===== src/rtl/risc_v_mike_mem_arbiter_if.sv =====
// Signal bundle between the core's IF/LS ports, the unified memory and the arbiter.
// Loader signals exist only when RISC_V_MIKE_ARB_LOADER_EN is defined.
interface risc_v_mike_mem_arbiter_if #(
    parameter int unsigned ADDR_W = 32,
    parameter int unsigned DATA_W = 32
);
    logic                  if_req;
    logic [ADDR_W-1:0]     if_addr;
    logic                  if_gnt;
    logic                  if_rvalid;
    logic [DATA_W-1:0]     if_rdata;

    logic                  ls_req;
    logic                  ls_we;
    logic [DATA_W/8-1:0]   ls_be;
    logic [ADDR_W-1:0]     ls_addr;
    logic [DATA_W-1:0]     ls_wdata;
    logic                  ls_gnt;
    logic                  ls_rvalid;
    logic [DATA_W-1:0]     ls_rdata;

    logic                  mem_en;
    logic                  mem_we;
    logic [DATA_W/8-1:0]   mem_be;
    logic [ADDR_W-1:0]     mem_addr;
    logic [DATA_W-1:0]     mem_wdata;
    logic [DATA_W-1:0]     mem_rdata;

`ifdef RISC_V_MIKE_ARB_LOADER_EN
    logic                  ld_req;
    logic [ADDR_W-1:0]     ld_addr;
    logic [DATA_W-1:0]     ld_wdata;
    logic [DATA_W/8-1:0]   ld_be;
    logic                  ld_gnt;
    logic                  ld_rvalid;
`endif

    // Arbiter side
    modport slave (
`ifdef RISC_V_MIKE_ARB_LOADER_EN
        input  ld_req, ld_addr, ld_wdata, ld_be,
        output ld_gnt, ld_rvalid,
`endif
        input  if_req, if_addr,
        output if_gnt, if_rvalid, if_rdata,
        input  ls_req, ls_we, ls_be, ls_addr, ls_wdata,
        output ls_gnt, ls_rvalid, ls_rdata,
        output mem_en, mem_we, mem_be, mem_addr, mem_wdata,
        input  mem_rdata
    );

    // Requester / memory side
    modport master (
`ifdef RISC_V_MIKE_ARB_LOADER_EN
        output ld_req, ld_addr, ld_wdata, ld_be,
        input  ld_gnt, ld_rvalid,
`endif
        output if_req, if_addr,
        input  if_gnt, if_rvalid, if_rdata,
        output ls_req, ls_we, ls_be, ls_addr, ls_wdata,
        input  ls_gnt, ls_rvalid, ls_rdata,
        input  mem_en, mem_we, mem_be, mem_addr, mem_wdata,
        output mem_rdata
    );
endinterface


===== src/rtl/risc_v_mike_mem_arbiter.sv =====
// Single-port memory arbiter: LS over IF with a 2-grant fetch starvation guard.
// Optional highest-priority write-only loader port: define RISC_V_MIKE_ARB_LOADER_EN.
module risc_v_mike_mem_arbiter #(
    parameter int unsigned ADDR_W      = 32,
    parameter int unsigned DATA_W      = 32,
    parameter int unsigned WAIT_CYCLES = 1
) (
    input  logic                          i_clk,
    input  logic                          i_rst,
    risc_v_mike_mem_arbiter_if.slave      io_bus
);
    localparam int unsigned BE_W  = DATA_W / 8;
    localparam int unsigned CNT_W = (WAIT_CYCLES > 1) ? $clog2(WAIT_CYCLES) : 1;
    localparam logic [CNT_W-1:0] CNT_LOAD = CNT_W'(WAIT_CYCLES - 1);

    typedef enum logic [1:0] {StIdle, StAccess, StResp} state_e;
    typedef enum logic [1:0] {OwnIf, OwnLs, OwnLd} owner_e;

    state_e              r_state, w_state_next;
    owner_e              r_owner, w_owner_next;
    logic [CNT_W-1:0]    r_wait_cnt, w_wait_cnt_next;
    logic [1:0]          r_ls_streak, w_ls_streak_next;
    logic                r_mem_we, w_mem_we_next;
    logic [BE_W-1:0]     r_mem_be, w_mem_be_next;
    logic [ADDR_W-1:0]   r_mem_addr, w_mem_addr_next;
    logic [DATA_W-1:0]   r_mem_wdata, w_mem_wdata_next;
    logic [DATA_W-1:0]   r_if_rdata, w_if_rdata_next;
    logic [DATA_W-1:0]   r_ls_rdata, w_ls_rdata_next;

    logic w_arb_en;
    logic w_ld_win;
    logic w_ls_win;
    logic w_if_win;
    logic w_grant;
    logic w_mem_en;
    logic w_rvalid;

    // Grants are gated by reset so a requester never sees a grant that is then dropped.
    assign w_arb_en = !i_rst && ((r_state == StIdle) || (r_state == StResp));

`ifdef RISC_V_MIKE_ARB_LOADER_EN
    assign w_ld_win = w_arb_en && io_bus.ld_req;
`else
    assign w_ld_win = 1'b0;
`endif

    assign w_ls_win = w_arb_en && !w_ld_win && io_bus.ls_req &&
                      !(io_bus.if_req && (r_ls_streak == 2'd2));
    assign w_if_win = w_arb_en && !w_ld_win && !w_ls_win && io_bus.if_req;
    assign w_grant  = w_ld_win || w_ls_win || w_if_win;

    always_comb begin
        w_state_next     = r_state;
        w_owner_next     = r_owner;
        w_wait_cnt_next  = r_wait_cnt;
        w_ls_streak_next = r_ls_streak;
        w_mem_we_next    = r_mem_we;
        w_mem_be_next    = r_mem_be;
        w_mem_addr_next  = r_mem_addr;
        w_mem_wdata_next = r_mem_wdata;
        w_if_rdata_next  = r_if_rdata;
        w_ls_rdata_next  = r_ls_rdata;

        unique case (r_state)
            StIdle, StResp: begin
                if (w_grant) begin
                    w_state_next    = StAccess;
                    w_wait_cnt_next = CNT_LOAD;
                end else begin
                    w_state_next = StIdle;
                end
            end
            StAccess: begin
                if (r_wait_cnt == '0) begin
                    w_state_next = StResp;
                    if (!r_mem_we) begin
                        if (r_owner == OwnIf) begin
                            w_if_rdata_next = io_bus.mem_rdata;
                        end else if (r_owner == OwnLs) begin
                            w_ls_rdata_next = io_bus.mem_rdata;
                        end
                    end
                end else begin
                    w_wait_cnt_next = r_wait_cnt - CNT_W'(1);
                end
            end
            default: w_state_next = StIdle;
        endcase

        // Loader grants leave the streak alone; an idle fetch port clears it.
        if (w_if_win) begin
            w_ls_streak_next = 2'd0;
        end else if (w_ls_win) begin
            w_ls_streak_next = io_bus.if_req ? (r_ls_streak + 2'd1) : 2'd0;
        end else if (w_arb_en && !w_ld_win && !io_bus.if_req) begin
            w_ls_streak_next = 2'd0;
        end

`ifdef RISC_V_MIKE_ARB_LOADER_EN
        if (w_ld_win) begin
            w_owner_next     = OwnLd;
            w_mem_we_next    = 1'b1;
            w_mem_be_next    = io_bus.ld_be;
            w_mem_addr_next  = io_bus.ld_addr;
            w_mem_wdata_next = io_bus.ld_wdata;
        end
`endif
        if (w_ls_win) begin
            w_owner_next     = OwnLs;
            w_mem_we_next    = io_bus.ls_we;
            w_mem_be_next    = io_bus.ls_be;
            w_mem_addr_next  = io_bus.ls_addr;
            w_mem_wdata_next = io_bus.ls_wdata;
        end
        if (w_if_win) begin
            w_owner_next     = OwnIf;
            w_mem_we_next    = 1'b0;
            w_mem_be_next    = '1;
            w_mem_addr_next  = io_bus.if_addr;
            w_mem_wdata_next = '0;
        end
    end

    always_ff @(posedge i_clk) begin
        if (i_rst) begin
            r_state     <= StIdle;
            r_owner     <= OwnIf;
            r_wait_cnt  <= '0;
            r_ls_streak <= 2'd0;
            r_mem_we    <= 1'b0;
            r_mem_be    <= '0;
            r_mem_addr  <= '0;
            r_mem_wdata <= '0;
            r_if_rdata  <= '0;
            r_ls_rdata  <= '0;
        end else begin
            r_state     <= w_state_next;
            r_owner     <= w_owner_next;
            r_wait_cnt  <= w_wait_cnt_next;
            r_ls_streak <= w_ls_streak_next;
            r_mem_we    <= w_mem_we_next;
            r_mem_be    <= w_mem_be_next;
            r_mem_addr  <= w_mem_addr_next;
            r_mem_wdata <= w_mem_wdata_next;
            r_if_rdata  <= w_if_rdata_next;
            r_ls_rdata  <= w_ls_rdata_next;
        end
    end

    assign w_mem_en = (r_state == StAccess);
    assign w_rvalid = !i_rst && (r_state == StResp);

    assign io_bus.mem_en    = w_mem_en;
    assign io_bus.mem_we    = w_mem_en && r_mem_we;
    assign io_bus.mem_be    = w_mem_en ? r_mem_be : '0;
    assign io_bus.mem_addr  = w_mem_en ? r_mem_addr : '0;
    assign io_bus.mem_wdata = w_mem_en ? r_mem_wdata : '0;

    assign io_bus.if_gnt    = w_if_win;
    assign io_bus.if_rvalid = w_rvalid && (r_owner == OwnIf);
    assign io_bus.if_rdata  = r_if_rdata;

    assign io_bus.ls_gnt    = w_ls_win;
    assign io_bus.ls_rvalid = w_rvalid && (r_owner == OwnLs);
    assign io_bus.ls_rdata  = r_ls_rdata;

`ifdef RISC_V_MIKE_ARB_LOADER_EN
    assign io_bus.ld_gnt    = w_ld_win;
    assign io_bus.ld_rvalid = w_rvalid && (r_owner == OwnLd);
`endif
endmodule


===== src/flat_wrapper.sv =====
// flat-port wrapper written by rule: the top's interface ports become plain ports
module risc_v_mike_mem_arbiter_flat 
#(
    parameter int unsigned ADDR_W      = 32,
    parameter int unsigned DATA_W      = 32,
    parameter int unsigned WAIT_CYCLES = 1
)
  (i_clk, i_rst, io_bus_if_req, io_bus_if_addr, io_bus_if_gnt, io_bus_if_rvalid, io_bus_if_rdata, io_bus_ls_req, io_bus_ls_we, io_bus_ls_be, io_bus_ls_addr, io_bus_ls_wdata, io_bus_ls_gnt, io_bus_ls_rvalid, io_bus_ls_rdata, io_bus_mem_en, io_bus_mem_we, io_bus_mem_be, io_bus_mem_addr, io_bus_mem_wdata, io_bus_mem_rdata);
  risc_v_mike_mem_arbiter_if #(.ADDR_W(ADDR_W), .DATA_W(DATA_W)) io_bus_i ();
  input  logic i_clk;
  input  logic i_rst;
  input wire logic [$bits(io_bus_i.if_req)-1:0] io_bus_if_req;
  input wire logic [$bits(io_bus_i.if_addr)-1:0] io_bus_if_addr;
  output wire logic [$bits(io_bus_i.if_gnt)-1:0] io_bus_if_gnt;
  output wire logic [$bits(io_bus_i.if_rvalid)-1:0] io_bus_if_rvalid;
  output wire logic [$bits(io_bus_i.if_rdata)-1:0] io_bus_if_rdata;
  input wire logic [$bits(io_bus_i.ls_req)-1:0] io_bus_ls_req;
  input wire logic [$bits(io_bus_i.ls_we)-1:0] io_bus_ls_we;
  input wire logic [$bits(io_bus_i.ls_be)-1:0] io_bus_ls_be;
  input wire logic [$bits(io_bus_i.ls_addr)-1:0] io_bus_ls_addr;
  input wire logic [$bits(io_bus_i.ls_wdata)-1:0] io_bus_ls_wdata;
  output wire logic [$bits(io_bus_i.ls_gnt)-1:0] io_bus_ls_gnt;
  output wire logic [$bits(io_bus_i.ls_rvalid)-1:0] io_bus_ls_rvalid;
  output wire logic [$bits(io_bus_i.ls_rdata)-1:0] io_bus_ls_rdata;
  output wire logic [$bits(io_bus_i.mem_en)-1:0] io_bus_mem_en;
  output wire logic [$bits(io_bus_i.mem_we)-1:0] io_bus_mem_we;
  output wire logic [$bits(io_bus_i.mem_be)-1:0] io_bus_mem_be;
  output wire logic [$bits(io_bus_i.mem_addr)-1:0] io_bus_mem_addr;
  output wire logic [$bits(io_bus_i.mem_wdata)-1:0] io_bus_mem_wdata;
  input wire logic [$bits(io_bus_i.mem_rdata)-1:0] io_bus_mem_rdata;
  assign io_bus_i.if_req = io_bus_if_req;
  assign io_bus_i.if_addr = io_bus_if_addr;
  assign io_bus_if_gnt = io_bus_i.if_gnt;
  assign io_bus_if_rvalid = io_bus_i.if_rvalid;
  assign io_bus_if_rdata = io_bus_i.if_rdata;
  assign io_bus_i.ls_req = io_bus_ls_req;
  assign io_bus_i.ls_we = io_bus_ls_we;
  assign io_bus_i.ls_be = io_bus_ls_be;
  assign io_bus_i.ls_addr = io_bus_ls_addr;
  assign io_bus_i.ls_wdata = io_bus_ls_wdata;
  assign io_bus_ls_gnt = io_bus_i.ls_gnt;
  assign io_bus_ls_rvalid = io_bus_i.ls_rvalid;
  assign io_bus_ls_rdata = io_bus_i.ls_rdata;
  assign io_bus_mem_en = io_bus_i.mem_en;
  assign io_bus_mem_we = io_bus_i.mem_we;
  assign io_bus_mem_be = io_bus_i.mem_be;
  assign io_bus_mem_addr = io_bus_i.mem_addr;
  assign io_bus_mem_wdata = io_bus_i.mem_wdata;
  assign io_bus_i.mem_rdata = io_bus_mem_rdata;
  risc_v_mike_mem_arbiter #(.ADDR_W(ADDR_W), .DATA_W(DATA_W), .WAIT_CYCLES(WAIT_CYCLES)) u_core (.i_clk(i_clk), .i_rst(i_rst), .io_bus(io_bus_i));
endmodule

===== config.mk =====
export PLATFORM = sky130hd
export DESIGN_NAME = risc_v_mike_mem_arbiter_flat
export DESIGN_NICKNAME = d
export VERILOG_FILES = /design/src/rtl/risc_v_mike_mem_arbiter_if.sv /design/src/rtl/risc_v_mike_mem_arbiter.sv /design/src/flat_wrapper.sv
export SDC_FILE = /design/constraint.sdc
export NUM_CORES = 1
export LEC_CHECK = 0
export CORE_ASPECT_RATIO = 2
export CORE_MARGIN = 1
export CORE_UTILIZATION = 38
export CTS_CLUSTER_DIAMETER = 100
export DETAILED_ROUTE_END_ITERATION = 7
export PLACE_DENSITY = 0.76
export SYNTH_ARGS = -nofsm -noshare
export SYNTH_HDL_FRONTEND = slang
export SYNTH_SLANG_ARGS = --single-unit

===== constraint.sdc =====
create_clock -name i_clk -period 1.5 [get_ports i_clk]
set_input_delay 0.3 -clock i_clk [delete_from_list [all_inputs] [get_ports i_clk]]
set_output_delay 0.3 -clock i_clk [all_outputs]
set_load 0.02 [all_outputs]

==> run summary <==
Avg Inst Size Synth: 8.33 sq um
Residual DRC: 0
Total track usage: 27.6%
Die area: 17100 sq um
Routed met3 length: 1.57 mm
Layout cell share with drive strength beyond 1: 38.7%
Final ANT Viol Nets: 0
# rows: 66
Largest family of logic cells by synthesized area: simple AND/OR/NAND/NOR gates
Leakage: 5.60 nW
Unique masters post-synth: 36
Failing checks: setup timing
Count leader, synth: dfxtp_1
Nets: 1202
Synth Instances: 755
Cell Int Power: 8.02 mW
Final-report hold violation count: 0
Iter 0 DRT Violations: 340
WL per Instance: 22.4 um
H-tree lvl count: 4
CTS max path bufs: 2
Period minus WS final: 1.90 ns
Sequential element share of the synthesized area: 43.9%
Clk_skew: 0.00984 ns
CP arrival: 2.16 ns
CTS buffer count: 17
CP max stage delay: 0.41 ns
Compound-Gate Fraction of Synth Area: 21.3%
# setup viols final: 173
F_max: 0.525 GHz
Area delta synth->final: 98.4%
Post-synth top area share: 43.9%
Worst-Skew Late Latency: 0.41 ns
Slew headroom: 54.5%
Net Sw Frac: 27.7%
Critical Path RT: 1.76 ns
CP bufs+invs: 5
Critical Path End Type: register
Yosys reg bits: 138
Final setup TNS: -49.18 ns
Met2 wire len: 15.7 mm
Pre-CTS setup slack: -0.489 ns
Min-Delay Path Class: input port to register
CTS root buf: clkbuf_16
Core Box Area: 16200 sq um
Maximum vdd drop: 0.969 mV
Worst path slowest cell: nor4b_1
Max layer used: met4
Util after Layout: 77.1%
Synth async-reset ratio: 0%
Psw: 3.08 mW
Clk pwr share: 40.4%
P per Cell Area: 889 nW/um^2
Metal-1 WL: 9.46 mm
Crit path launch type: register
GRT overflow: 0
Combinational share of power: 23.7%
Register share of total power: 35.8%
Xor/xnor share of the synthesized area: 0%
Max cap viols: 0
Synth Net Count: 893
First-pass GRT wire length: 36.4 mm
WL final: 28.7 mm
DR vias/cell: 5.69
Vias in the first global route: 6747
Post-synthesis adder-cell area fraction: 0.199%
Largest cells by area after synthesis: dfxtp_1, a21oi_1, nand2_1
Number of fillers in the final layout: 1007
Initial antenna violation count: 2
Hold WS: 0.351 ns
Post-synth top cells: dfxtp_1, a21oi_1, nand2_1
Die Y: 184 um
Ys Warns: 0
IO Port Bufs: 274
Clock Sinks: 138
Vias: 7306
Cell area after synthesis: 6290 sq um
Post-DP HPWL: 14.2 mm
Top FF cell, synth: dfxtp_1
Simple-Gate Fraction of Synth Area: 27.3%
Post-synth EDFFs: 0
CP Cell Sequence: buf_6 -> buf_8 -> or2_4 -> buf_6 -> buf_12 -> buf_16 -> nor4b_1 -> nor4_1
Slew Limit Fails: 0
Final critical-path setup slack: -0.404 ns
CTS tree: built
Tightest Pin Transition: 0.683 ns
Critical Path Most Common Cell: buf_6
Unrepaired setup endpoints after global routing: yes
Fin crit share: 127%
Worst-path fanout max: 8
GP Congestion: 0.813
Critical path class: register to register
Ports: 275
Clock-pin slew on the worst setup and hold paths: 0.06 ns
Mux contribution to synthesized area: 0%
Initial Util: 38.8%
Status: complete, but fails checks
Cell class contributing the biggest share of worst-path delay: simple AND/OR/NAND/NOR gates
Pre-antenna DRT Iters: 5
R2R setup slack: -0.40 ns
Chip width: 92.9 um
Largest net degree at the start of global routing: 55
Area leader, netlist: dfxtp_1
==> registers in the layout, summed over array words and instances, names as in the netlist <==
signal and flops:
u_core.r_mem_addr 32, u_core.io_bus.ls_rdata 32, u_core.io_bus.if_rdata 32, u_core.r_state 2, u_core.r_ls_streak 2, u_core.r_mem_we 1, u_core.r_owner 1, u_core.r_mem_be 4
u_core.r_mem_wdata 32
==> worst paths after layout <==
path / from / to / cells past startpoint
max: u_core.r_state[0] / u_core.r_mem_addr[31] / 8
max reg2reg: u_core.r_state[0] / u_core.r_mem_addr[31] / 8
min: io_bus_if_req / u_core.r_mem_be[2] / 4
min reg2reg: u_core.io_bus.if_rdata[9] / u_core.io_bus.if_rdata[9] / 2
==> power groups by stage <==
stage          sequential, mW  combinational (mW)  clock, mW
4_1_cts                  3.95                2.15       4.54
5_1_grt                  3.99                2.74       4.72
3_3_place_gp             4.02                1.72          0
2_1_floorplan            4.09               0.776          0
6_report                 3.98                2.63       4.48
3_5_place_dp             4.03                1.73          0
==> what timing repair did <==
item / CTS / global route
setup buffers: 21 / 15
hold buffers: 0 / 0
endpoints found under the hold margin: 0 / 0
pin swaps: 38 / 96
endpoints found under the setup margin: 241 / 243
gates resized for setup: 526 / 271
cloned: 14 / 17
==> final cells by class <==
type	count	area (sq um)	share of cell area, %
Inverter	7	26.3	0.211
Clock buffer	19	433	3.47
Timing Repair Buffer	376	4600	36.9
Antenna cell	2	5.00	0.0401
Clock inverter	13	190	1.52
Tap cell	204	255	2.05
Multi-Input combinational cell	524	4200	33.7
Sequential cell	138	2770	22.2
==> stage by stage <==
step / cell area [sq um] / instances / power (mW)
global placement: 9420 / 1186 / 5.74
finish: 12500 / 1283 / 11.1
floorplan: 6380 / 755 / 4.86
detailed placement: 9420 / 1186 / 5.75
global route: 12500 / 1283 / 11.5
CTS: 11100 / 1253 / 10.6
==> cells in the final DEF (no fill, tap or decap), types with 4 or more instances in the layout <==
| master | synthesis | final |
|---|---|---|
| nand3_1 | 34 | 33 |
| buf_16 | 0 | 12 |
| a2111oi_4 | 0 | 22 |
| dfxtp_1 | 138 | 135 |
| and2_4 | 0 | 69 |
| nor4_2 | 0 | 9 |
| clkdlybuf4s50_1 | 0 | 134 |
| buf_8 | 0 | 4 |
| buf_4 | 6 | 35 |
| o21ai_2 | 1 | 32 |
| buf_12 | 0 | 23 |
| nand2_2 | 0 | 6 |
| nand2_1 | 132 | 125 |
| nor4b_1 | 32 | 8 |
| a21oi_2 | 0 | 8 |
| nor4_1 | 32 | 23 |
| buf_6 | 6 | 90 |
| bufinv_16 | 0 | 4 |
| a21oi_1 | 134 | 126 |
| nor4b_2 | 0 | 9 |
| clkbuf_16 | 0 | 30 |
| a2111oi_2 | 22 | 8 |
| dlymetal6s2s_1 | 0 | 64 |
| nor4b_4 | 1 | 16 |
| inv_2 | 1 | 4 |
==> routing by layer <==
layer	vias up	global-route usage, %
met1	3497	28.8
met4	0	18.2
met2	373	49.1
met5	-	0
met3	115	5.46
li1	3321	-
==> tightest hold or removal path, stage by stage <==
cell and delay [ns]:
buf_2 0.14, nand3_4 0.08, buf_4 0.11, a311oi_1 0.07
==> cell families (layout without fill, tap and decap cells) <==
group           Yosys count  count (layout)
simple gates            317             317
other cells               0               2
flops                   138             138
compound gates          206             206
fa+ha+maj                 1               1
buf+inv                  93             415
(Power assumes the default switching activity.)
